--- src/rtl/bcd_pkg.sv ---
// Shared constants and types for the sequential binary-to-BCD converter.
//   BW        : binary width per channel
//   ND        : BCD digits per output channel
//   MAXV      : largest value representable in ND digits
//   CLAMP_BCD : packed BCD written when a channel is out of range
//   SR_W      : dabble register width (ND+1 BCD nibbles plus BW binary bits)
//   state_e   : converter FSM states
package bcd_pkg;

   localparam int BW   = 10;
   localparam int ND   = 3;
   localparam int MAXV = 999;

   function automatic int bcd_w(input int nd);
      return 4 * nd;
   endfunction

   localparam int DW   = bcd_w(ND);
   // One extra (thousands) nibble absorbs every value up to 2**BW-1.
   localparam int SR_W = bcd_w(ND + 1) + BW;
   localparam int IT_W = $clog2(BW);

   localparam logic [DW-1:0] CLAMP_BCD = 12'h999;

   typedef enum logic [2:0] {
      ST_IDLE,
      ST_LOAD,
      ST_SHIFT,
      ST_STORE,
      ST_DONE
   } state_e;

endpackage

--- src/rtl/bin2bcd_seq_dabble_step.sv ---
// dabble_step: one combinational double-dabble iteration.
//   sr_i : {BCD nibbles, binary bits} before the iteration
//   sr_o : every BCD nibble >= 5 corrected by +3, then the whole vector
//          shifted left by one
module dabble_step
   import bcd_pkg::*;
(
   input  logic [SR_W-1:0] sr_i,
   output logic [SR_W-1:0] sr_o
);

   logic [SR_W-1:0] adj;

   always_comb begin
      adj = sr_i;
      for (int k = 0; k <= ND; k++) begin
         if (sr_i[BW + 4*k +: 4] >= 4'd5)
            adj[BW + 4*k +: 4] = sr_i[BW + 4*k +: 4] + 4'd3;
      end
      sr_o = {adj[SR_W-2:0], 1'b0};
   end

endmodule

--- src/rtl/bin2bcd_seq.sv ---
// bin2bcd_seq: three-channel binary-to-BCD converter sharing one
// double-dabble datapath. Channels are converted in turn into staging
// registers and published together so the display never mixes old and new.
//   clk            : clock
//   RST            : synchronous reset, active-high
//   start          : conversion request, sampled only in IDLE
//   bin0..bin2     : binary inputs, snapshotted on accepted start
//   busy           : high while converting and during the done cycle
//   done           : one-cycle pulse, outputs updated in that cycle
//   dec0..dec2     : packed BCD results (hundreds in [11:8])
//   ovf            : bit k set when bin_k exceeded MAXV
module bin2bcd_seq
   import bcd_pkg::*;
(
   input  logic          clk,
   input  logic          RST,
   input  logic          start,
   input  logic [BW-1:0] bin0,
   input  logic [BW-1:0] bin1,
   input  logic [BW-1:0] bin2,
   output logic          busy,
   output logic          done,
   output logic [DW-1:0] dec0,
   output logic [DW-1:0] dec1,
   output logic [DW-1:0] dec2,
   output logic [2:0]    ovf
);

   state_e                state_q, state_d;
   logic [1:0]            ch_q, ch_d;
   logic [IT_W-1:0]       it_q, it_d;
   logic [SR_W-1:0]       sr_q, sr_d;
   logic [2:0][BW-1:0]    snap_q, snap_d;
   logic [2:0][DW-1:0]    stage_q, stage_d;
   logic [2:0]            ovf_stage_q, ovf_stage_d;
   logic [2:0][DW-1:0]    dec_q, dec_d;
   logic [2:0]            ovf_q, ovf_d;
   logic                  done_q, done_d;
   logic [SR_W-1:0]       step_out;

   dabble_step u_step (
      .sr_i (sr_q),
      .sr_o (step_out)
   );

   always_comb begin
      state_d     = state_q;
      ch_d        = ch_q;
      it_d        = it_q;
      sr_d        = sr_q;
      snap_d      = snap_q;
      stage_d     = stage_q;
      ovf_stage_d = ovf_stage_q;
      dec_d       = dec_q;
      ovf_d       = ovf_q;
      done_d      = 1'b0;
      case (state_q)
         ST_IDLE: begin
            if (start) begin
               snap_d  = {bin2, bin1, bin0};
               ch_d    = 2'd0;
               state_d = ST_LOAD;
            end
         end
         ST_LOAD: begin
            sr_d    = {{(SR_W-BW){1'b0}}, snap_q[ch_q]};
            it_d    = '0;
            state_d = ST_SHIFT;
         end
         ST_SHIFT: begin
            sr_d = step_out;
            it_d = it_q + IT_W'(1);
            if (it_q == IT_W'(BW-1))
               state_d = ST_STORE;
         end
         ST_STORE: begin
            // Nonzero thousands digit means the value is above MAXV.
            if (sr_q[SR_W-1 -: 4] != 4'd0) begin
               stage_d[ch_q]     = CLAMP_BCD;
               ovf_stage_d[ch_q] = 1'b1;
            end else begin
               stage_d[ch_q]     = sr_q[BW +: DW];
               ovf_stage_d[ch_q] = 1'b0;
            end
            if (ch_q < 2'd2) begin
               ch_d    = ch_q + 2'd1;
               state_d = ST_LOAD;
            end else begin
               state_d = ST_DONE;
            end
         end
         ST_DONE: begin
            dec_d   = stage_q;
            ovf_d   = ovf_stage_q;
            done_d  = 1'b1;
            state_d = ST_IDLE;
         end
         default: state_d = ST_IDLE;
      endcase
   end

   always_ff @(posedge clk) begin
      if (RST) begin
         state_q     <= ST_IDLE;
         ch_q        <= '0;
         it_q        <= '0;
         sr_q        <= '0;
         snap_q      <= '0;
         stage_q     <= '0;
         ovf_stage_q <= '0;
         dec_q       <= '0;
         ovf_q       <= '0;
         done_q      <= 1'b0;
      end else begin
         state_q     <= state_d;
         ch_q        <= ch_d;
         it_q        <= it_d;
         sr_q        <= sr_d;
         snap_q      <= snap_d;
         stage_q     <= stage_d;
         ovf_stage_q <= ovf_stage_d;
         dec_q       <= dec_d;
         ovf_q       <= ovf_d;
         done_q      <= done_d;
      end
   end

   // done is registered, so it lands in the cycle after DONE; keep busy up
   // through that cycle so consumers see busy drop only after the results.
   assign busy = (state_q != ST_IDLE) || done_q;
   assign done = done_q;
   assign dec0 = dec_q[0];
   assign dec1 = dec_q[1];
   assign dec2 = dec_q[2];
   assign ovf  = ovf_q;

endmodule
--- config.mk ---
export PLATFORM = sky130hd
export DESIGN_NAME = bin2bcd_seq
export DESIGN_NICKNAME = d
export VERILOG_FILES = /design/src/rtl/bcd_pkg.sv /design/src/rtl/bin2bcd_seq_dabble_step.sv /design/src/rtl/bin2bcd_seq.sv
export SDC_FILE = /design/constraint.sdc
export NUM_CORES = 1
export LEC_CHECK = 0
export CAP_MARGIN = 20
export CORE_ASPECT_RATIO = 2
export CORE_MARGIN = 1
export CORE_UTILIZATION = 39
export DETAILED_ROUTE_END_ITERATION = 7
export REMOVE_ABC_BUFFERS = 1
export SETUP_SLACK_MARGIN = 0.2
export SYNTH_ARGS = -nofsm -noshare
export SYNTH_HDL_FRONTEND = slang
export SYNTH_SLANG_ARGS = --single-unit
export TNS_END_PERCENT = 50
--- constraint.sdc ---
create_clock -name clk -period 1.7 [get_ports clk]
set_clock_uncertainty 0.15 [all_clocks]
set_input_delay 0.34 -clock clk [delete_from_list [all_inputs] [get_ports clk]]
set_output_delay 0.34 -clock clk [all_outputs]
set_load 0.005 [all_outputs]
# After elaboration in Yosys (flattened, before gate mapping)

Cells that the tools add are included.

Logic and storage cells: 76
Output and inout port bits: 41
Bits of input ports: 33
Register bits after elaboration: 144

Equality and inequality tests: 8
Magnitude comparators: 7
Add/subtract/negate cells: 6
Reduce and logical (&&, ||, !) cells: 10
Bitwise gates (word level): 6
Multiplexer cells: 23

Operator list:

| kind                                                              | number |
|---|---|
| case mux 26 bit (2 select lines)                                  | 1 |
| bitwise mux 36 bit                                                | 1 |
| 2-to-1 mux 36 bit                                                 | 1 |
| demux 12 bit (select 2 bit)                                       | 1 |
| binary-select mux 10 bit (select 2 bit)                           | 1 |
| bitwise AND 18 bit                                                | 1 |
| inverter 18 bit                                                   | 1 |
| OR 18 bit                                                         | 1 |
| greater-or-equal comparator 4 x 3 -> 1 bit, second input constant | 4 |
| 2-to-1 mux 3 bit                                                  | 5 |
| adder 4 x 2 -> 4 bit, second input constant                       | 3 |
| 2-to-1 mux 12 bit                                                 | 1 |
| 2-to-1 mux 4 bit                                                  | 3 |
| case mux 3 bit (4 select lines)                                   | 1 |
| 2-to-1 mux 10 bit                                                 | 1 |
| case mux 4 bit (2 select lines)                                   | 1 |
| == test 3 x 2 -> 1 bit, second input constant                     | 2 |
| != test 2 bit, second input constant                              | 3 |
| adder 4 x 1 -> 4 bit, second input constant                       | 1 |
| == test 4 bit, second input constant                              | 1 |
| 2-to-1 mux 2 bit                                                  | 2 |
| case mux 2 bit (2 select lines)                                   | 1 |
| AND reduction 2 bit                                               | 2 |
| nonzero test 2 bit                                                | 2 |
| 18 further kinds                                                  | 19 |

# Depth between registers and ports, before layout

Depth in word-level cells: 7
Gate-level depth with buffers: 8
Depth with buffers taken out: 6

# By module

A second synthesis with hierarchy kept.

Cells, all modules: 707
Area total of the unflattened synthesis: 6,103.4 sq um

By module, submodules not included:

| module      | times used | cells each | sequential area each (sq um) | area each (sq um) |
|---|---|---|---|---|
| bin2bcd_seq | 1          | 635        | 2,882.8                      | 5,631.7 |
| dabble_step | 1          | 72         | 0.0                          | 471.7 |

# Worst setup path before layout

Ideal clock, no wire load.

Path kind: reg-to-reg
Start: register ch_q[1]
End: register with a tool-made name
Buffers on the path: 3
Library setup time: 0.086 ns
Required time: 1.464 ns
Period minus slack after synthesis: 1.630 ns
Setup slack: 0.070 ns
Arrival time: 1.394 ns
Cell stages (with the launch flop): 8
Cells stage by stage: dfxtp_1 > buf_2 > buf_2 > inv_1 > ha_1 > and2_4 > buf_6 > a211oi_1

RTL lines:

| element                  | RTL line           | source |
|---|---|---|
| start: declaration       | bin2bcd_seq.sv:30  | `logic [1:0] ch_q, ch_d;` |
| start signal: assignment | bin2bcd_seq.sv:116 | `ch_q <= ch_d;` |

# Final worst setup path

Start: register state_q[2]
End: output busy

Word-level cells in the longest chain between the ends: 2

Ends and longest elaborated chain:

| element                  | RTL line           | source |
|---|---|---|
| start: declaration       | bin2bcd_seq.sv:29  | `state_e state_q, state_d;` |
| start signal: assignment | bin2bcd_seq.sv:115 | `state_q <= state_d;` |
| nonzero test 3 bit       | bin2bcd_seq.sv:130 | `assign busy = (state_q != ST_IDLE) \|\| done_q;` |
| logical OR 1 bit         | bin2bcd_seq.sv:130 |  |
| end: declaration         | bin2bcd_seq.sv:21  | `output logic busy,` |

No other way between the ends.

==> flow_summary.rst <==
.. list-table::
   :header-rows: 1

   * - Metric
     - Value
   * - Status
     - finished clean
   * - Reg2reg end
     - it_q[0]
   * - Share of post-route cells with drive strength above 1
     - 0.277
   * - Worst Path Max Fanout
     - 3
   * - R2R depth
     - 7
   * - Element type at the critical path end
     - output pin
   * - Total negative slack for setup checks
     - 0 ns
   * - Post-synthesis to final-layout area growth
     - 42.1%
   * - Die extent in y
     - 176 µm
   * - Data arrival at the endpoint of the critical path
     - 1.15 ns
   * - Top Ports
     - 74
   * - Async S/R FF share, synth
     - 0
   * - CTS H-tree lvls
     - 4
   * - Required arrival time at the worst endpoint
     - 1.21 ns
   * - Unrepaired setup endpoints after global routing
     - yes
   * - Setup CP Type
     - reg -> out
   * - Number of fillers in the final layout
     - 1,399
   * - CTS sink cnt
     - 144
   * - Largest net degree at the start of global routing
     - 82
   * - Global placement routability congestion
     - 0.797
   * - Mean instance size in the synthesized netlist
     - 8.34 µm²
   * - Final number of hold-violating endpoints
     - 0
   * - Die W
     - 88.9 µm
   * - Root buf cell
     - sky130_fd_sc_hd__clkbuf_16
   * - Pins over their slew limit
     - 0
   * - Power Density
     - 1100 mW/mm²
   * - Tot GR Track Use
     - 0.211
   * - Clock tree from TritonCTS
     - done
   * - Half-perimeter wire length after detailed placement
     - 9430 µm
   * - Critical path endpoint
     - busy
   * - Floorplan core area
     - 0.0148 mm²
   * - Starting Density
     - 0.398
   * - Placement row count
     - 63
   * - Inserted Clock Buffers
     - 17
   * - Number of global-route vias before repair
     - 5,118
   * - Beginning of the worst register-to-register path
     - state_q[2]
   * - Critical hold path startpoint
     - RST
   * - Number of maximum-capacitance violations
     - 0
   * - Area share of the largest cell type after synthesis
     - 0.489
   * - Critical Path Start
     - state_q[2]
   * - Relative slew slack
     - 0.709
   * - Antenna violations before repair
     - 0
   * - Total cell area at the placement stage
     - 0.00688 mm²
   * - Path category of the worst min-delay check
     - in -> reg
   * - Number of remaining DRC errors
     - 0
   * - Clk slew on worst S/H paths
     - 0.06 ns
   * - Number of diodes added for antenna fixing
     - 0
   * - Wire per inst
     - 16.7 µm
   * - Post-synthesis sequential area ratio
     - 0.489
   * - Minimum clock period after layout
     - 1.64 ns
   * - Die ar.
     - 0.0156 mm²
   * - Summed instance area of the synthesized netlist
     - 0.00589 mm²
   * - IO buf count
     - 73
   * - Cell taking the most area after synthesis
     - sky130_fd_sc_hd__dfxtp_1
   * - Most area-consuming cells after synthesis
     - sky130_fd_sc_hd__dfxtp_1, sky130_fd_sc_hd__nand2_1, sky130_fd_sc_hd__a21oi_1
   * - Via density
     - 5.19
   * - Synth cell types
     - 42
   * - Number of vias after detailed routing
     - 5,244
   * - Worst Hold Margin
     - 0.0674 ns
   * - Maximum clock rate
     - 0.610 GHz
   * - Peak supply drop
     - 0.769 mV
   * - Synth warn
     - 0
   * - Count of TritonRoute iterations in the first routing pass
     - 4
   * - Number of enable flip-flop cells after synthesis
     - 0
   * - Final standard cell area without fillers
     - 0.00837 mm²
   * - Clk Latency, worst-skew pair
     - 0.42 ns
   * - Drt initial violations
     - 215
   * - Number of nets with antenna violations after detailed routing
     - 0
   * - Leading register cell type out of synthesis
     - sky130_fd_sc_hd__dfxtp_1
   * - Leakage power
     - 3.15 nW
   * - Number of flip-flops and latches in the synthesized netlist
     - 144
   * - Least-Margin Pin Slew
     - 0.433 ns
   * - Sum of routed wire length over all layers
     - 16,900 µm
   * - Design Power
     - 9.20 mW
   * - Global-route wire length before repair
     - 24,700 µm
   * - Final #Nets
     - 849
   * - Total overflow reported by the global router
     - 0
   * - Worst-case register-to-register setup slack
     - 0.08 ns
   * - Number of cells produced by synthesis
     - 706
   * - Setup crit start kind
     - register
   * - Number of buffers between clock root and the deepest sink
     - 2
   * - Final Cycle Share
     - 0.965
   * - Setup Viol. Count Final
     - 0
repair_timing:
item / in CTS / in global routing
buffers inserted: 7 / 6
hold buffers: 0 / 0
resized for setup: 149 / 60
cloned: 12 / 7
pin swaps: 51 / 30
endpoints found under the setup margin: 148 / 146
through the flow:
step,utilization,instances,setup WS [ns]
finish,0.565,1011,0.0598
floorplan,-,649,-0.504
detailed placement,0.464,947,-0.00657
global placement,0.464,947,0.0162
CTS,0.539,998,-0.0638
global route,0.565,1011,0.00644
worst min-delay path by stage:
stage | end | slack (ns) | cells after the start
final | it_q[2] | 0.07 | 2
after global routing | it_q[1] | 0.06 | 2
after CTS | it_q[1] | 0.05 | 2
after detailed placement | dec0[6] | 0.30 | 2
after global placement | sr_q[7] | 0.28 | 2
after floorplan | dec0[0] | 0.26 | 1
layer usage:
metal	vias up	wire length (µm)	track usage
met3	49	507	0.0376
li1	2606	-	-
met5	-	0	0
met4	0	1110	0.130
met2	120	9540	0.402
met1	2469	5730	0.198
logic make-up after synthesis:
family | after synthesis | share of synthesized area
AOI/OAI and AO/OA | 178 | 0.179
buffers and inverters | 71 | 0.0644
muxes | 15 | 0.0276
DFF | 144 | 0.489
and+or+nand+nor | 276 | 0.199
adders and majority gates | 13 | 0.0276
xor gates and xnor gates | 9 | 0.0134
placed cells by master, fill, tap and decap left out, types with 11 or more instances in the layout:
cell                              instances
sky130_fd_sc_hd__clkbuf_16               22
sky130_fd_sc_hd__dfxtp_1                132
sky130_fd_sc_hd__dlygate4sd2_1           40
sky130_fd_sc_hd__a211oi_1                11
sky130_fd_sc_hd__clkdlybuf4s50_1         31
sky130_fd_sc_hd__nand2_1                160
sky130_fd_sc_hd__nand3_1                 11
sky130_fd_sc_hd__buf_6                   11
sky130_fd_sc_hd__a22o_1                  11
sky130_fd_sc_hd__nor2_2                  11
sky130_fd_sc_hd__buf_4                   25
sky130_fd_sc_hd__a211oi_2                11
sky130_fd_sc_hd__nor2_1                  30
sky130_fd_sc_hd__a21oi_1                 94
sky130_fd_sc_hd__and2_4                  13
sky130_fd_sc_hd__a21oi_2                 17
sky130_fd_sc_hd__nand3_2                 14
flip-flops by register name, indices dropped and copies added, names as in the netlist, named ones only:
name,count
stage_q,36
ch_q,2
dec2,12
snap_q,30
dec1,12
it_q,4
done,1
dec0,12
sr_q,26
state_q,3
ovf,3
final cells by class:
| cell class | count | area, µm² | share of cell area |
|---|---|---|---|
| clock inverter | 12 | 133 | 0.0158 |
| tap | 195 | 244 | 0.0291 |
| clock buffer | 20 | 447 | 0.0534 |
| inverter | 14 | 58.8 | 0.00702 |
| sequential | 144 | 2910 | 0.347 |
| multi-input combinational | 502 | 3260 | 0.389 |
| timing repair buffer | 124 | 1330 | 0.158 |
critical path, cell delays in order (launching register included):
cell	delay [ns]
sky130_fd_sc_hd__dfxtp_4	0.36
sky130_fd_sc_hd__nor3_4	0.20
sky130_fd_sc_hd__nand2b_1	0.07
sky130_fd_sc_hd__clkbuf_2	0.11
where the power goes:
group	switching [mW]	internal (mW)	leakage, nW
sequential	0.133	3.57	1.17
clock	1.44	2.20	0.277
combinational	1.03	0.830	1.70
total	2.60	6.60	3.15
synth_stat cells, types with 3 or more instances:
cell type / instances
sky130_fd_sc_hd__nand2b_1: 7
sky130_fd_sc_hd__ha_1: 13
sky130_fd_sc_hd__mux2i_1: 5
sky130_fd_sc_hd__o21ai_0: 10
sky130_fd_sc_hd__inv_1: 13
sky130_fd_sc_hd__xnor2_1: 5
sky130_fd_sc_hd__a211oi_1: 22
sky130_fd_sc_hd__mux2_2: 10
sky130_fd_sc_hd__nor2_1: 44
sky130_fd_sc_hd__nor4_1: 3
sky130_fd_sc_hd__nand2_1: 174
sky130_fd_sc_hd__clkbuf_1: 27
sky130_fd_sc_hd__nand3_1: 26
sky130_fd_sc_hd__a22o_1: 11
sky130_fd_sc_hd__buf_2: 13
sky130_fd_sc_hd__buf_6: 12
sky130_fd_sc_hd__nor3_1: 4
sky130_fd_sc_hd__and2_4: 3
sky130_fd_sc_hd__a221oi_1: 9
sky130_fd_sc_hd__xor2_1: 4
sky130_fd_sc_hd__a21oi_1: 112
sky130_fd_sc_hd__dfxtp_1: 144
sky130_fd_sc_hd__o31ai_1: 9
(Power assumes the default switching activity.)
